File: src/rtl/regfile_debug_ctrl_if.sv
// Debug stream carrying register-file dump words from the controller to a consumer.
// A word transfers on any rising edge where dbg_valid and dbg_ready are both high.
interface regfile_debug_ctrl_if #(
    parameter int width_B = 32,
    parameter int Addr_B  = 5
);
    logic               dbg_valid;
    logic               dbg_ready;
    logic [Addr_B-1:0]  dbg_addr;
    logic [width_B-1:0] dbg_data;

    modport master (
        output dbg_valid,
        output dbg_addr,
        output dbg_data,
        input  dbg_ready
    );

    modport slave (
        input  dbg_valid,
        input  dbg_addr,
        input  dbg_data,
        output dbg_ready
    );
endinterface

File: src/rtl/regfile_debug_ctrl.sv
// Borrows register-file read port 1 from the pipeline and streams every register out.
// Optional trailing XOR checksum word when REGFILE_DEBUG_CSUM_EN is defined.
module regfile_debug_ctrl #(
    parameter int width_B = 32,
    parameter int Addr_B  = 5
) (
    input  logic                clk,
    input  logic                reset,
    input  logic                dump_req,
    input  logic [Addr_B-1:0]   pipe_Read_Addr_1,
    output logic [Addr_B-1:0]   rf_Read_Addr_1,
    input  logic [width_B-1:0]  rf_Read_Data_1,
    output logic                pipe_stall,
    regfile_debug_ctrl_if.master dbg,
    output logic                dump_busy,
    output logic                dump_done
);

    typedef enum logic [2:0] {
        ST_IDLE,
        ST_STALL,
        ST_READ,
        ST_SEND,
`ifdef REGFILE_DEBUG_CSUM_EN
        ST_CSUM,
`endif
        ST_DONE
    } state_t;

    localparam logic [Addr_B-1:0] IDX_LAST = '1;

    state_t             state_q, state_d;
    logic [Addr_B-1:0]  idx_q, idx_d;
    logic [Addr_B-1:0]  dbg_addr_q, dbg_addr_d;
    logic [width_B-1:0] dbg_data_q, dbg_data_d;
    logic               dbg_valid_q, dbg_valid_d;
    logic               pipe_stall_q, pipe_stall_d;
    logic               dump_busy_q, dump_busy_d;
    logic               dump_done_q, dump_done_d;
`ifdef REGFILE_DEBUG_CSUM_EN
    logic [width_B-1:0] acc_q, acc_d;
`endif

    // The pipeline keeps port 1 whenever the controller is idle.
    assign rf_Read_Addr_1 = (state_q == ST_IDLE) ? pipe_Read_Addr_1 : idx_q;

    assign pipe_stall    = pipe_stall_q;
    assign dump_busy     = dump_busy_q;
    assign dump_done     = dump_done_q;
    assign dbg.dbg_valid = dbg_valid_q;
    assign dbg.dbg_addr  = dbg_addr_q;
    assign dbg.dbg_data  = dbg_data_q;

    always_comb begin
        state_d    = state_q;
        idx_d      = idx_q;
        dbg_addr_d = dbg_addr_q;
        dbg_data_d = dbg_data_q;
`ifdef REGFILE_DEBUG_CSUM_EN
        acc_d      = acc_q;
`endif

        case (state_q)
            ST_IDLE: begin
                if (dump_req) begin
                    state_d = ST_STALL;
`ifdef REGFILE_DEBUG_CSUM_EN
                    acc_d   = '0;
`endif
                end
            end
            ST_STALL: begin
                state_d = ST_READ;
            end
            ST_READ: begin
                dbg_data_d = rf_Read_Data_1;
                dbg_addr_d = idx_q;
                state_d    = ST_SEND;
            end
            ST_SEND: begin
                if (dbg.dbg_ready) begin
`ifdef REGFILE_DEBUG_CSUM_EN
                    acc_d = acc_q ^ dbg_data_q;
`endif
                    if (idx_q == IDX_LAST) begin
                        idx_d = '0;
`ifdef REGFILE_DEBUG_CSUM_EN
                        // Checksum covers the word leaving on this very handshake.
                        dbg_data_d = acc_q ^ dbg_data_q;
                        dbg_addr_d = '0;
                        state_d    = ST_CSUM;
`else
                        state_d    = ST_DONE;
`endif
                    end else begin
                        idx_d   = idx_q + 1'b1;
                        state_d = ST_READ;
                    end
                end
            end
`ifdef REGFILE_DEBUG_CSUM_EN
            ST_CSUM: begin
                if (dbg.dbg_ready) begin
                    state_d = ST_DONE;
                end
            end
`endif
            ST_DONE: begin
                state_d = ST_IDLE;
            end
            default: begin
                state_d = ST_IDLE;
            end
        endcase

        // Outputs are registered copies of the next-state decode.
`ifdef REGFILE_DEBUG_CSUM_EN
        dbg_valid_d  = (state_d == ST_SEND) || (state_d == ST_CSUM);
`else
        dbg_valid_d  = (state_d == ST_SEND);
`endif
        pipe_stall_d = (state_d != ST_IDLE);
        dump_busy_d  = (state_d != ST_IDLE);
        dump_done_d  = (state_d == ST_DONE);
    end

    always_ff @(posedge clk) begin
        if (reset) begin
            state_q      <= ST_IDLE;
            idx_q        <= '0;
            dbg_addr_q   <= '0;
            dbg_data_q   <= '0;
            dbg_valid_q  <= 1'b0;
            pipe_stall_q <= 1'b0;
            dump_busy_q  <= 1'b0;
            dump_done_q  <= 1'b0;
`ifdef REGFILE_DEBUG_CSUM_EN
            acc_q        <= '0;
`endif
        end else begin
            state_q      <= state_d;
            idx_q        <= idx_d;
            dbg_addr_q   <= dbg_addr_d;
            dbg_data_q   <= dbg_data_d;
            dbg_valid_q  <= dbg_valid_d;
            pipe_stall_q <= pipe_stall_d;
            dump_busy_q  <= dump_busy_d;
            dump_done_q  <= dump_done_d;
`ifdef REGFILE_DEBUG_CSUM_EN
            acc_q        <= acc_d;
`endif
        end
    end

endmodule
File: src/flat_wrapper.sv
// flat-port wrapper written by rule: the top's interface ports become plain ports
module regfile_debug_ctrl_flat 
#(
    parameter int width_B = 32,
    parameter int Addr_B  = 5
)
  (clk, reset, dump_req, pipe_Read_Addr_1, rf_Read_Addr_1, rf_Read_Data_1, pipe_stall, dump_busy, dump_done, dbg_dbg_valid, dbg_dbg_addr, dbg_dbg_data, dbg_dbg_ready);
  regfile_debug_ctrl_if #(.width_B(width_B), .Addr_B(Addr_B)) dbg_i ();
  input  logic clk;
  input  logic reset;
  input  logic dump_req;
  input  logic [Addr_B-1:0] pipe_Read_Addr_1;
  output logic [Addr_B-1:0] rf_Read_Addr_1;
  input  logic [width_B-1:0] rf_Read_Data_1;
  output logic pipe_stall;
  output logic dump_busy;
  output logic dump_done;
  output wire logic [$bits(dbg_i.dbg_valid)-1:0] dbg_dbg_valid;
  output wire logic [$bits(dbg_i.dbg_addr)-1:0] dbg_dbg_addr;
  output wire logic [$bits(dbg_i.dbg_data)-1:0] dbg_dbg_data;
  input wire logic [$bits(dbg_i.dbg_ready)-1:0] dbg_dbg_ready;
  assign dbg_dbg_valid = dbg_i.dbg_valid;
  assign dbg_dbg_addr = dbg_i.dbg_addr;
  assign dbg_dbg_data = dbg_i.dbg_data;
  assign dbg_i.dbg_ready = dbg_dbg_ready;
  regfile_debug_ctrl #(.width_B(width_B), .Addr_B(Addr_B)) u_core (.clk(clk), .reset(reset), .dump_req(dump_req), .pipe_Read_Addr_1(pipe_Read_Addr_1), .rf_Read_Addr_1(rf_Read_Addr_1), .rf_Read_Data_1(rf_Read_Data_1), .pipe_stall(pipe_stall), .dbg(dbg_i), .dump_busy(dump_busy), .dump_done(dump_done));
endmodule
File: config.mk
export PLATFORM = sky130hd
export DESIGN_NAME = regfile_debug_ctrl_flat
export DESIGN_NICKNAME = d
export VERILOG_FILES = /design/src/rtl/regfile_debug_ctrl_if.sv /design/src/rtl/regfile_debug_ctrl.sv /design/src/flat_wrapper.sv
export SDC_FILE = /design/constraint.sdc
export NUM_CORES = 1
export LEC_CHECK = 0
export ABC_AREA = 1
export ABC_CLOCK_PERIOD_IN_PS = 1600
export CAP_MARGIN = 20
export CORE_MARGIN = 3
export CORE_UTILIZATION = 41
export CTS_CLUSTER_DIAMETER = 200
export DETAILED_ROUTE_END_ITERATION = 12
export GPL_ROUTABILITY_DRIVEN = 0
export PLACE_DENSITY_LB_ADDON = 0.12
export SLEW_MARGIN = 10
export SYNTH_ARGS = -nofsm -noshare
export SYNTH_HDL_FRONTEND = slang
export SYNTH_SLANG_ARGS = --single-unit
File: constraint.sdc
create_clock -name clk -period 1.6 [get_ports clk]
set_input_delay 0.24 -clock clk [delete_from_list [all_inputs] [get_ports clk]]
set_output_delay 0.24 -clock clk [all_outputs]
set_load 0.1 [all_outputs]
==> results of run 1 <==
==> cells in the mapped netlist (2+ instances only) <==
cell,count,area [µm²]
o21ai_0,2,10.0
buf_4,5,37.5
a21oi_1,42,210
inv_1,10,37.5
nand2_1,59,221
ha_1,2,25.0
clkbuf_1,5,18.8
buf_2,4,20.0
nand3_1,46,230
buf_6,3,33.8
nor2_1,16,60.1
dfxtp_1,48,961
==> registers in the layout (all words and copies together), names as in the netlist <==
| signal | count |
|---|---|
| u_core.state_q | 3 |
| u_core.dbg.dbg_addr | 5 |
| u_core.idx_q | 5 |
| u_core.pipe_stall | 1 |
| u_core.dbg.dbg_valid | 1 |
| u_core.dbg.dbg_data | 32 |
| u_core.dump_done | 1 |
==> worst max-delay path by stage <==
stage | slack (ns) | start | cells after the start | endpoint
CTS | 0.02 | u_core.state_q[1]$_SDFF_PP0_ | 5 | rf_Read_Addr_1[2]
detailed placement | 0.007 | u_core.state_q[1]$_SDFF_PP0_ | 5 | rf_Read_Addr_1[2]
global route | 0.003 | u_core.state_q[0]$_SDFF_PP0_ | 5 | rf_Read_Addr_1[1]
global placement | 0.03 | u_core.state_q[1]$_SDFF_PP0_ | 5 | rf_Read_Addr_1[2]
floorplan | -0.05 | u_core.state_q[0]$_SDFF_PP0_ | 3 | rf_Read_Addr_1[2]
finish | 0.07 | u_core.state_q[0]$_SDFF_PP0_ | 5 | rf_Read_Addr_1[1]
==> cell families after synthesis <==
group                      after synthesis  synth area share, %
adders and majority gates                2                 1.32
and+or+nand+nor                        124                 28.2
AOI/OAI and AO/OA                       45                 11.9
buffers and inverters                   28                 7.98
DFF                                     48                 50.6
==> layout by cell type (no fill, tap or decap), drive strengths merged <==
cell	n
nand2	60
buf	58
dfxtp	48
nand3	46
a21oi	42
clkdlybuf4s50	40
nor2	17
inv	11
clkbuf	6
o21ai	3
ha	2
and3	1
bufinv	1
clkinv	1
==> worst max-delay path, stage by stage (launching register included) <==
cell	delay (ns)
dfxtp_1	0.34
nor2_4	0.17
buf_4	0.15
nand3_1	0.07
nand2_2	0.10
buf_12	0.17
==> what timing repair did <==
action / CTS / global route
gates resized for setup: 5 / 3
hold buffers: 0 / 0
endpoints found under the setup margin: 5 / 8
pin swaps: 1 / 1
buffers inserted: 2 / 0
==> per-stage QoR <==
step           hold slack (ns)  power (mW)  TNS, ns  instances  area, µm²
3_3_place_gp             0.486        2.55        0        378       3270
4_1_cts                  0.500        3.44        0        388       3410
5_1_grt                  0.510        3.54        0        388       3410
3_5_place_dp             0.491        2.56        0        378       3270
2_1_floorplan            0.404        2.08  -0.0542        247       1920
6_report                 0.500        3.40        0        388       3410
==> per-layer routing <==
layer  vias to the layer above  part of all wire [%]  track usage (%)
met5                         -                     0                0
met4                         0                   1.1             6.64
met3                         4                   6.8             5.81
met2                        62                    50             33.0
met1                       852                    42             23.0
li1                        989                     -                -
==> power by group <==
part | internal [mW] | switching [mW]
Combinational | 0.458 | 0.774
Clock | 0.464 | 0.385
Sequential | 1.26 | 0.0651
Total | 2.18 | 1.22
==> area by class of cell <==
cell class	count	share of cell area, %
multi-input cells	171	24.1
clock buffers	6	2.13
clock inverters	2	1.03
repair buffers	98	41.3
inverters	11	1.21
well taps	52	1.91
flip-flops and latches	48	28.3
==> results.py, run 1 <==
metrics = {
    "global_route": {
        "grt_overflow": 0,
        "grt_antenna_before_repair": 0,
        "track_usage_pct": 19.3,
        "grt_max_degree": 38,
        "first_global_vias": 1747,
        "grt_pass1_wl_um": 8160,
    },
    "timing": {
        "relSlewSlack_pct": 71.2,
        "max_freq_mhz": 652,
        "worst_pin_slew_ns": 0.430,
        "hold_viol_final": 0,
        "period_share_pct": 95.8,
        "rsz0062_at_grt": "false",
        "fin_crit_ns": 1.53,
        "finalSetupViolCount": 0,
        "fin_skew_ns": 0.00458,
        "slew_viol_final": 0,
        "setup_slack_ns": 0.0666,
    },
    "floorplanning": {
        "start_util_pct": 43.0,
        "die_y_um": 74.0,
        "die_area_um2": 5480,
        "row_count": 24,
        "core_um2": 4410,
        "die_w_um": 74.0,
        "io_pins": 87,
    },
    "drt": {
        "via_per_inst": 4.91,
        "via_count": 1907,
        "drc": 0,
        "ant_nets": 0,
        "first_iter_violations": 89,
        "wl_per_cell_um": 13.4,
        "drtPass1Iterations": 4,
        "wirelength_um": 5210,
    },
    "worst_setup_path": {
        "worstPathRequired_ns": 1.36,
        "r2r-start": "u_core.idx_q[1]$_SDFFE_PP0P_",
        "start_kind": "register",
        "rrSetupSlack_ns": 0.12,
        "endpoint_kind": "output pin",
        "crit_type": "register to output pin",
        "r2r_cells": 8,
        "arrival_ns": 1.29,
        "cp_max_fo": 4,
        "r2r-end": "u_core.idx_q[3]$_SDFFE_PP0P_",
    },
    "yosys": {
        "ys_seq_elements": 48,
        "synth_cells": 247,
        "syn_nets": 290,
        "ys_types": 17,
        "synthArstFlopShare_pct": 0,
        "syn_area_um2": 1900,
        "ys_seq_area_share_pct": 50.6,
        "synth_edf_count": 0,
        "dominantRegCellSynth": "dfxtp_1",
        "synth.avg_cell_area_um2": 7.68,
        "yosysWarningCount": 0,
    },
    "clock_tree": {
        "htreeDepth": 2,
        "clk_pin_slew_ns": 0.08,
        "cts_tree": "done",
        "cts_buffer_depth": 2,
        "cts-root-buf": "clkbuf_8",
        "cts_buffers": 5,
        "clk_latency_ns": 0.30,
        "clkSinkCount": 48,
    },
    "cells_and_area": {
        "areaGrowthSynthToFinish_pct": 79.9,
        "num_antenna_cells": 0,
        "multi_input_area_um2": 825,
        "seq_area_um2": 965,
        "fin_nets": 378,
        "final_util_pct": 77.4,
        "drive_gt1_share_pct": 23.5,
        "fill_cells": 304,
    },
    "min_path": {
        "hold_path_end": "u_core.dbg.dbg_data[12]$_SDFFE_PP0N_",
        "hold_depth": 2,
        "holdCritStartpoint": "u_core.dbg.dbg_data[12]$_SDFFE_PP0N_",
        "min_path_type": "register to register",
    },
    "placed_design": {
        "pre_cts_ws_ns": 0.00686,
        "portBuffers": 86,
        "dpl.hpwl_um": 3790,
    },
    "run_status": {
        "status": "completed",
    },
    "power_and_ir_drop": {
        "p_per_area_nw_per_um2": 996,
        "power.leakage_nw": 1.36,
        "peakVddDrop_uv": 534,
    },
    "flow_run": {
        "maxCapViolations": 0,
    },
}
Power figures use the tool's default switching activity.
==> inputs of run 2 (changes only) <==
--- a/config.mk
+++ b/config.mk
@@ -18,3 +18,4 @@
 export SYNTH_ARGS = -nofsm -noshare
 export SYNTH_HDL_FRONTEND = slang
 export SYNTH_SLANG_ARGS = --single-unit
+export TNS_END_PERCENT = 20
==> results.py, run 2 (synthesis gave the netlist of run 1 again) <==
metrics = {
    "min_path": {
        "min_path_type": "register to register",
        "holdCritStartpoint": "u_core.dbg.dbg_data[13]$_SDFFE_PP0N_",
    },
    "power_and_ir_drop": {
        "p_sw_share_pct": 37.9,
        "switchingPower_mw": 1.22,
        "p_total_mw": 3.23,
        "clockPowerShare_pct": 21.2,
        "power.leakage_nw": 1.33,
        "p_comb_share_pct": 37.8,
        "p_per_area_nw_per_um2": 955,
        "peakVddDrop_uv": 610,
        "internal_power_mw": 2.00,
        "seqPwrFrac_pct": 41.0,
    },
    "timing": {
        "slew_viol_final": 0,
        "rsz0062_at_grt": "true",
        "totalNegativeSetupSlack_ns": 0,
        "fin_crit_ns": 1.56,
        "hold_viol_final": 0,
        "fin_skew_ns": 0.00560,
        "period_share_pct": 97.2,
        "max_freq_mhz": 643,
        "finalSetupViolCount": 0,
        "worst_pin_slew_ns": 0.389,
        "relSlewSlack_pct": 74.0,
        "setup_slack_ns": 0.0450,
    },
    "worst_setup_path": {
        "worstPathRequired_ns": 1.36,
        "worstPathCellList": "nor2_4 -> nand2_4 -> a21oi_4 -> buf_12",
        "critPathBufInv": 1,
        "cp_max_fo": 6,
        "crit_type": "register to output pin",
        "critPathSlowestCell": "dfxtp_2",
        "r2r-start": "u_core.idx_q[1]$_SDFFE_PP0P_",
        "worst_path_largest_cell_delay_ns": 0.36,
        "start_kind": "register",
        "rrSetupSlack_ns": 0.14,
        "crit_start": "u_core.state_q[0]$_SDFF_PP0_",
        "arrival_ns": 1.32,
        "endpoint_kind": "output pin",
        "cp_top_family": "flip-flops",
    },
    "clock_tree": {
        "clkSinkCount": 48,
        "cts_tree": "done",
        "clk_latency_ns": 0.30,
        "clk_pin_slew_ns": 0.08,
        "htreeDepth": 2,
        "cts_buffers": 5,
        "cts_buffer_depth": 2,
        "cts-root-buf": "clkbuf_8",
        "holdBufCountCts": 0,
    },
    "placed_design": {
        "dpl.hpwl_um": 3730,
        "pre_cts_ws_ns": -0.0467,
        "placed_cell_area_um2": 3260,
        "portBuffers": 86,
    },
    "cells_and_area": {
        "largest_reg_flops": 32,
        "layout_common_cells": "nand2_1 (56), buf_12 (47), nand3_1 (46), dfxtp_1 (44), a21oi_1 (41)",
        "num_antenna_cells": 0,
        "final_cell_area_um2": 3380,
        "drive_gt1_share_pct": 23.2,
        "fin_nets": 375,
        "fill_cells": 309,
        "final_util_pct": 76.5,
        "areaGrowthSynthToFinish_pct": 77.9,
        "final_common_cell": "nand2_1",
    },
    "flow_run": {
        "maxCapViolations": 0,
    },
    "drt": {
        "route.met2.wl_um": 2620,
        "wl_met1_um": 2280,
        "wl_per_cell_um": 13.8,
        "dr.max_layer_used": "met4",
        "ant_nets": 0,
        "via_per_inst": 5.06,
        "drtPass1Iterations": 4,
        "wl_met3_um": 321,
        "wirelength_um": 5320,
        "drc": 0,
        "first_iter_violations": 97,
        "via_count": 1944,
    },
    "floorplanning": {
        "core_um2": 4410,
        "die_area_um2": 5480,
        "die_w_um": 74.0,
        "row_count": 24,
        "io_pins": 87,
        "start_util_pct": 43.0,
        "die_y_um": 74.0,
    },
    "global_route": {
        "grt_max_degree": 38,
        "grt_overflow": 0,
        "grt_pass1_wl_um": 8510,
        "track_usage_pct": 20.1,
        "first_global_vias": 1809,
        "grt_antenna_before_repair": 0,
    },
    "run_status": {
        "status": "completed",
    },
}
## run 2: changes by cell type in the layout (fill, tap and decap cells not counted), moves of 2 or more
| cell | change |
|---|---|
| buf_4 | -4 |
| inv_1 | -2 |
| nand2_1 | +2 |
| nand2_2 | -2 |
| inv_2 | +2 |
## run 2: through the flow
stage          hold WS, ns  cells
2_1_floorplan        0.404    247
3_3_place_gp         0.483    376
3_5_place_dp         0.489    376
4_1_cts              0.502    384
5_1_grt              0.513    384
6_report             0.499    384
## run 2: area by class of cell
cell class	instances	area, µm²	share of cell area (%)
Sequential cell	48	968	28.7
Inverter	11	41.3	1.22
Clock inverter	1	5.00	0.148
Tap cell	52	65.1	1.93
Timing Repair Buffer	95	1400	41.5
Clock buffer	6	72.6	2.15
Multi-Input combinational cell	171	822	24.4
## run 2: routing by layer
layer | vias up | track usage [%]
met2 | 62 | 32.4
met1 | 892 | 25.6
met3 | 11 | 5.14
met5 | - | 0
met4 | 0 | 8.05
li1 | 979 | -
## run 2: final timing paths
kind | cells after the start | end
worst max register to register | 10 | u_core.pipe_stall$_SDFF_PP0_
worst max-delay path | 4 | rf_Read_Addr_1[2]
worst min register to register | 2 | u_core.dbg.dbg_data[13]$_SDFFE_PP0N_
worst min-delay path | 2 | u_core.dbg.dbg_data[13]$_SDFFE_PP0N_
## run 2: power groups by stage
stage	combinational, mW	sequential (mW)	clock [mW]
after floorplan	0.387	1.69	0
after global placement	1.20	1.34	0
after detailed placement	1.21	1.35	0
after CTS	1.22	1.32	0.709
after global routing	1.27	1.33	0.738
final	1.22	1.32	0.684
## run 2: worst register-to-register path, stage by stage (launching register included)
cell and delay (ns):
dfxtp_4 0.37, ha_1 0.16, and3_1 0.16, ha_2 0.18
nand2_1 0.06, inv_2 0.07, nand2_1 0.05, nand2_1 0.08
nand3_1 0.10, nand2_1 0.08, nand2_1 0.05
## run 2: what timing repair did
action,4_1_cts,5_1_grt
pin swaps,1,1
gates resized for setup,6,8
gates cloned,0,0
endpoints found under the setup margin,5,7
setup buffers,1,0
==> inputs of run 3 (changes only) <==
--- a/config.mk
+++ b/config.mk
@@ -7,13 +7,12 @@
 export LEC_CHECK = 0
 export ABC_AREA = 1
 export ABC_CLOCK_PERIOD_IN_PS = 1600
-export CAP_MARGIN = 20
 export CORE_MARGIN = 3
 export CORE_UTILIZATION = 41
 export CTS_CLUSTER_DIAMETER = 200
 export DETAILED_ROUTE_END_ITERATION = 12
 export GPL_ROUTABILITY_DRIVEN = 0
-export PLACE_DENSITY_LB_ADDON = 0.12
+export PLACE_DENSITY = 0.79
 export SLEW_MARGIN = 10
 export SYNTH_ARGS = -nofsm -noshare
 export SYNTH_HDL_FRONTEND = slang
==> results.py, run 3 (synthesis gave the netlist of run 1 again) <==
metrics = {
    "global_route": {
        "grt_pass1_wl_um": 9110,
        "grt_antenna_before_repair": 0,
        "grt_most_used_layer": "met2",
        "grtUsageMet2_pct": 35.8,
        "grt_overflow": 0,
        "grt_max_degree": 38,
        "track_usage_pct": 21.2,
        "use_met3_pct": 4.59,
        "globalRouteMet1Util_pct": 26.3,
        "first_global_vias": 1961,
    },
    "drt": {
        "first_iter_violations": 134,
        "via_per_inst": 5.21,
        "wirelength_um": 5710,
        "drtPass1Iterations": 4,
        "ant_nets": 0,
        "wl_per_cell_um": 14.7,
        "drc": 0,
        "via_count": 2017,
    },
    "clock_tree": {
        "htreeDepth": 2,
        "cts-root-buf": "clkbuf_8",
        "holdBufCountCts": 0,
        "clkSinkCount": 48,
        "clk_pin_slew_ns": 0.09,
        "cts_tree": "done",
        "cts_buffers": 5,
        "cts_buffer_depth": 2,
        "clk_latency_ns": 0.30,
    },
    "worst_setup_path": {
        "arrival_ns": 1.32,
        "endpoint_kind": "output pin",
        "worstPathCellList": "nor2_4 -> buf_6 -> nand3_1 -> nand2_2 -> buf_12",
        "r2r-end": "u_core.pipe_stall$_SDFF_PP0_",
        "crit_start": "u_core.state_q[1]$_SDFF_PP0_",
        "rrSetupSlack_ns": 0.07,
        "crit_type": "register to output pin",
        "cp-endpoint": "rf_Read_Addr_1[0]",
        "cp_top_family": "flip-flops",
        "critPathBufInv": 2,
        "start_kind": "register",
        "crit_cells": 5,
        "r2r_cells": 10,
        "cp_max_fo": 6,
        "r2r-start": "u_core.idx_q[1]$_SDFFE_PP0P_",
        "worstPathRequired_ns": 1.36,
        "worst_path_largest_cell_delay_ns": 0.36,
        "critPathSlowestCell": "dfxtp_2",
    },
    "timing": {
        "worst_pin_slew_ns": 0.480,
        "hold_viol_final": 0,
        "fin_skew_ns": 0.00478,
        "slew_viol_final": 0,
        "fin_crit_ns": 1.56,
        "worst_hold_slack_ns": 0.500,
        "setup_slack_ns": 0.0406,
        "max_freq_mhz": 641,
        "period_share_pct": 97.5,
        "rsz0062_at_grt": "true",
        "relSlewSlack_pct": 67.9,
        "totalNegativeSetupSlack_ns": 0,
        "finalSetupViolCount": 0,
    },
    "cells_and_area": {
        "final_common_cell": "nand2_1",
        "fin_nets": 378,
        "final_util_pct": 78.3,
        "largest_reg_flops": 32,
        "instances_no_fill": 387,
        "areaGrowthSynthToFinish_pct": 82.2,
        "drive_gt1_share_pct": 24.8,
        "layout_common_cells": "nand2_1 (54), buf_12 (47), nand3_1 (46), dfxtp_1 (44), a21oi_1 (41)",
        "final_cell_area_um2": 3460,
        "fill_cells": 282,
        "multi_input_area_um2": 827,
        "num_antenna_cells": 0,
        "seq_area_um2": 968,
    },
    "floorplanning": {
        "die_w_um": 74.0,
        "row_count": 24,
        "core_um2": 4410,
        "io_pins": 87,
        "start_util_pct": 43.0,
        "die_area_um2": 5480,
        "die_y_um": 74.0,
    },
    "placed_design": {
        "pre_cts_ws_ns": 0.000363,
        "dp_cells": 380,
        "dpl.hpwl_um": 4090,
        "portBuffers": 86,
        "placed_cell_area_um2": 3290,
    },
    "power_and_ir_drop": {
        "power.leakage_nw": 1.37,
        "p_total_mw": 3.58,
        "p_per_area_nw_per_um2": 1030,
        "peakVddDrop_uv": 673,
    },
    "run_status": {
        "status": "completed",
    },
    "flow_run": {
        "maxCapViolations": 0,
    },
    "min_path": {
        "min_path_type": "register to register",
    },
}
==> run 3: layer usage <==
layer | up-vias | wire (µm)
li1 | 992 | -
met3 | 9 | 456
met2 | 79 | 2860
met4 | 0 | 93
met5 | - | 0
met1 | 937 | 2290
==> run 3: power by group <==
| group | internal [mW] | total [mW] | leakage [nW] | switching [mW] |
|---|---|---|---|---|
| clock | 0.615 | 1.02 | 0.0642 | 0.400 |
| combinational | 0.463 | 1.24 | 0.911 | 0.777 |
| sequential | 1.25 | 1.32 | 0.392 | 0.0677 |
==> run 3: repair_timing <==
action	4_1_cts	5_1_grt
setup endpoints to repair	6	7
gates resized for setup	5	12
buffers inserted	0	0
hold endpoints to repair	0	0
pin swaps	0	1
==> run 3: worst min path at each step <==
stage                                    startpoint                                    to  cells after the start
2_1_floorplan                     rf_Read_Data_1[0]   u_core.dbg.dbg_data[0]$_SDFFE_PP0N_                      2
3_3_place_gp   u_core.dbg.dbg_data[14]$_SDFFE_PP0N_  u_core.dbg.dbg_data[14]$_SDFFE_PP0N_                      2
3_5_place_dp   u_core.dbg.dbg_data[12]$_SDFFE_PP0N_  u_core.dbg.dbg_data[12]$_SDFFE_PP0N_                      2
4_1_cts        u_core.dbg.dbg_data[12]$_SDFFE_PP0N_  u_core.dbg.dbg_data[12]$_SDFFE_PP0N_                      2
5_1_grt         u_core.dbg.dbg_addr[4]$_SDFFE_PP0N_   u_core.dbg.dbg_addr[4]$_SDFFE_PP0N_                      2
6_report       u_core.dbg.dbg_data[12]$_SDFFE_PP0N_  u_core.dbg.dbg_data[12]$_SDFFE_PP0N_                      2
==> run 3: layout make-up <==
| class | instances | share of cell area (%) |
|---|---|---|
| Clock buffer | 5 | 1.99 |
| Clock inverter | 2 | 1.74 |
| Inverter | 11 | 1.19 |
| Multi-Input combinational cell | 171 | 23.9 |
| Sequential cell | 48 | 28.0 |
| Tap cell | 52 | 1.88 |
| Timing Repair Buffer | 98 | 41.3 |
==> run 3: tightest hold or removal path, stage by stage (launching register included) <==
cell and delay (ns):
dfxtp_1 0.34, nand2_1 0.07, a21oi_1 0.05
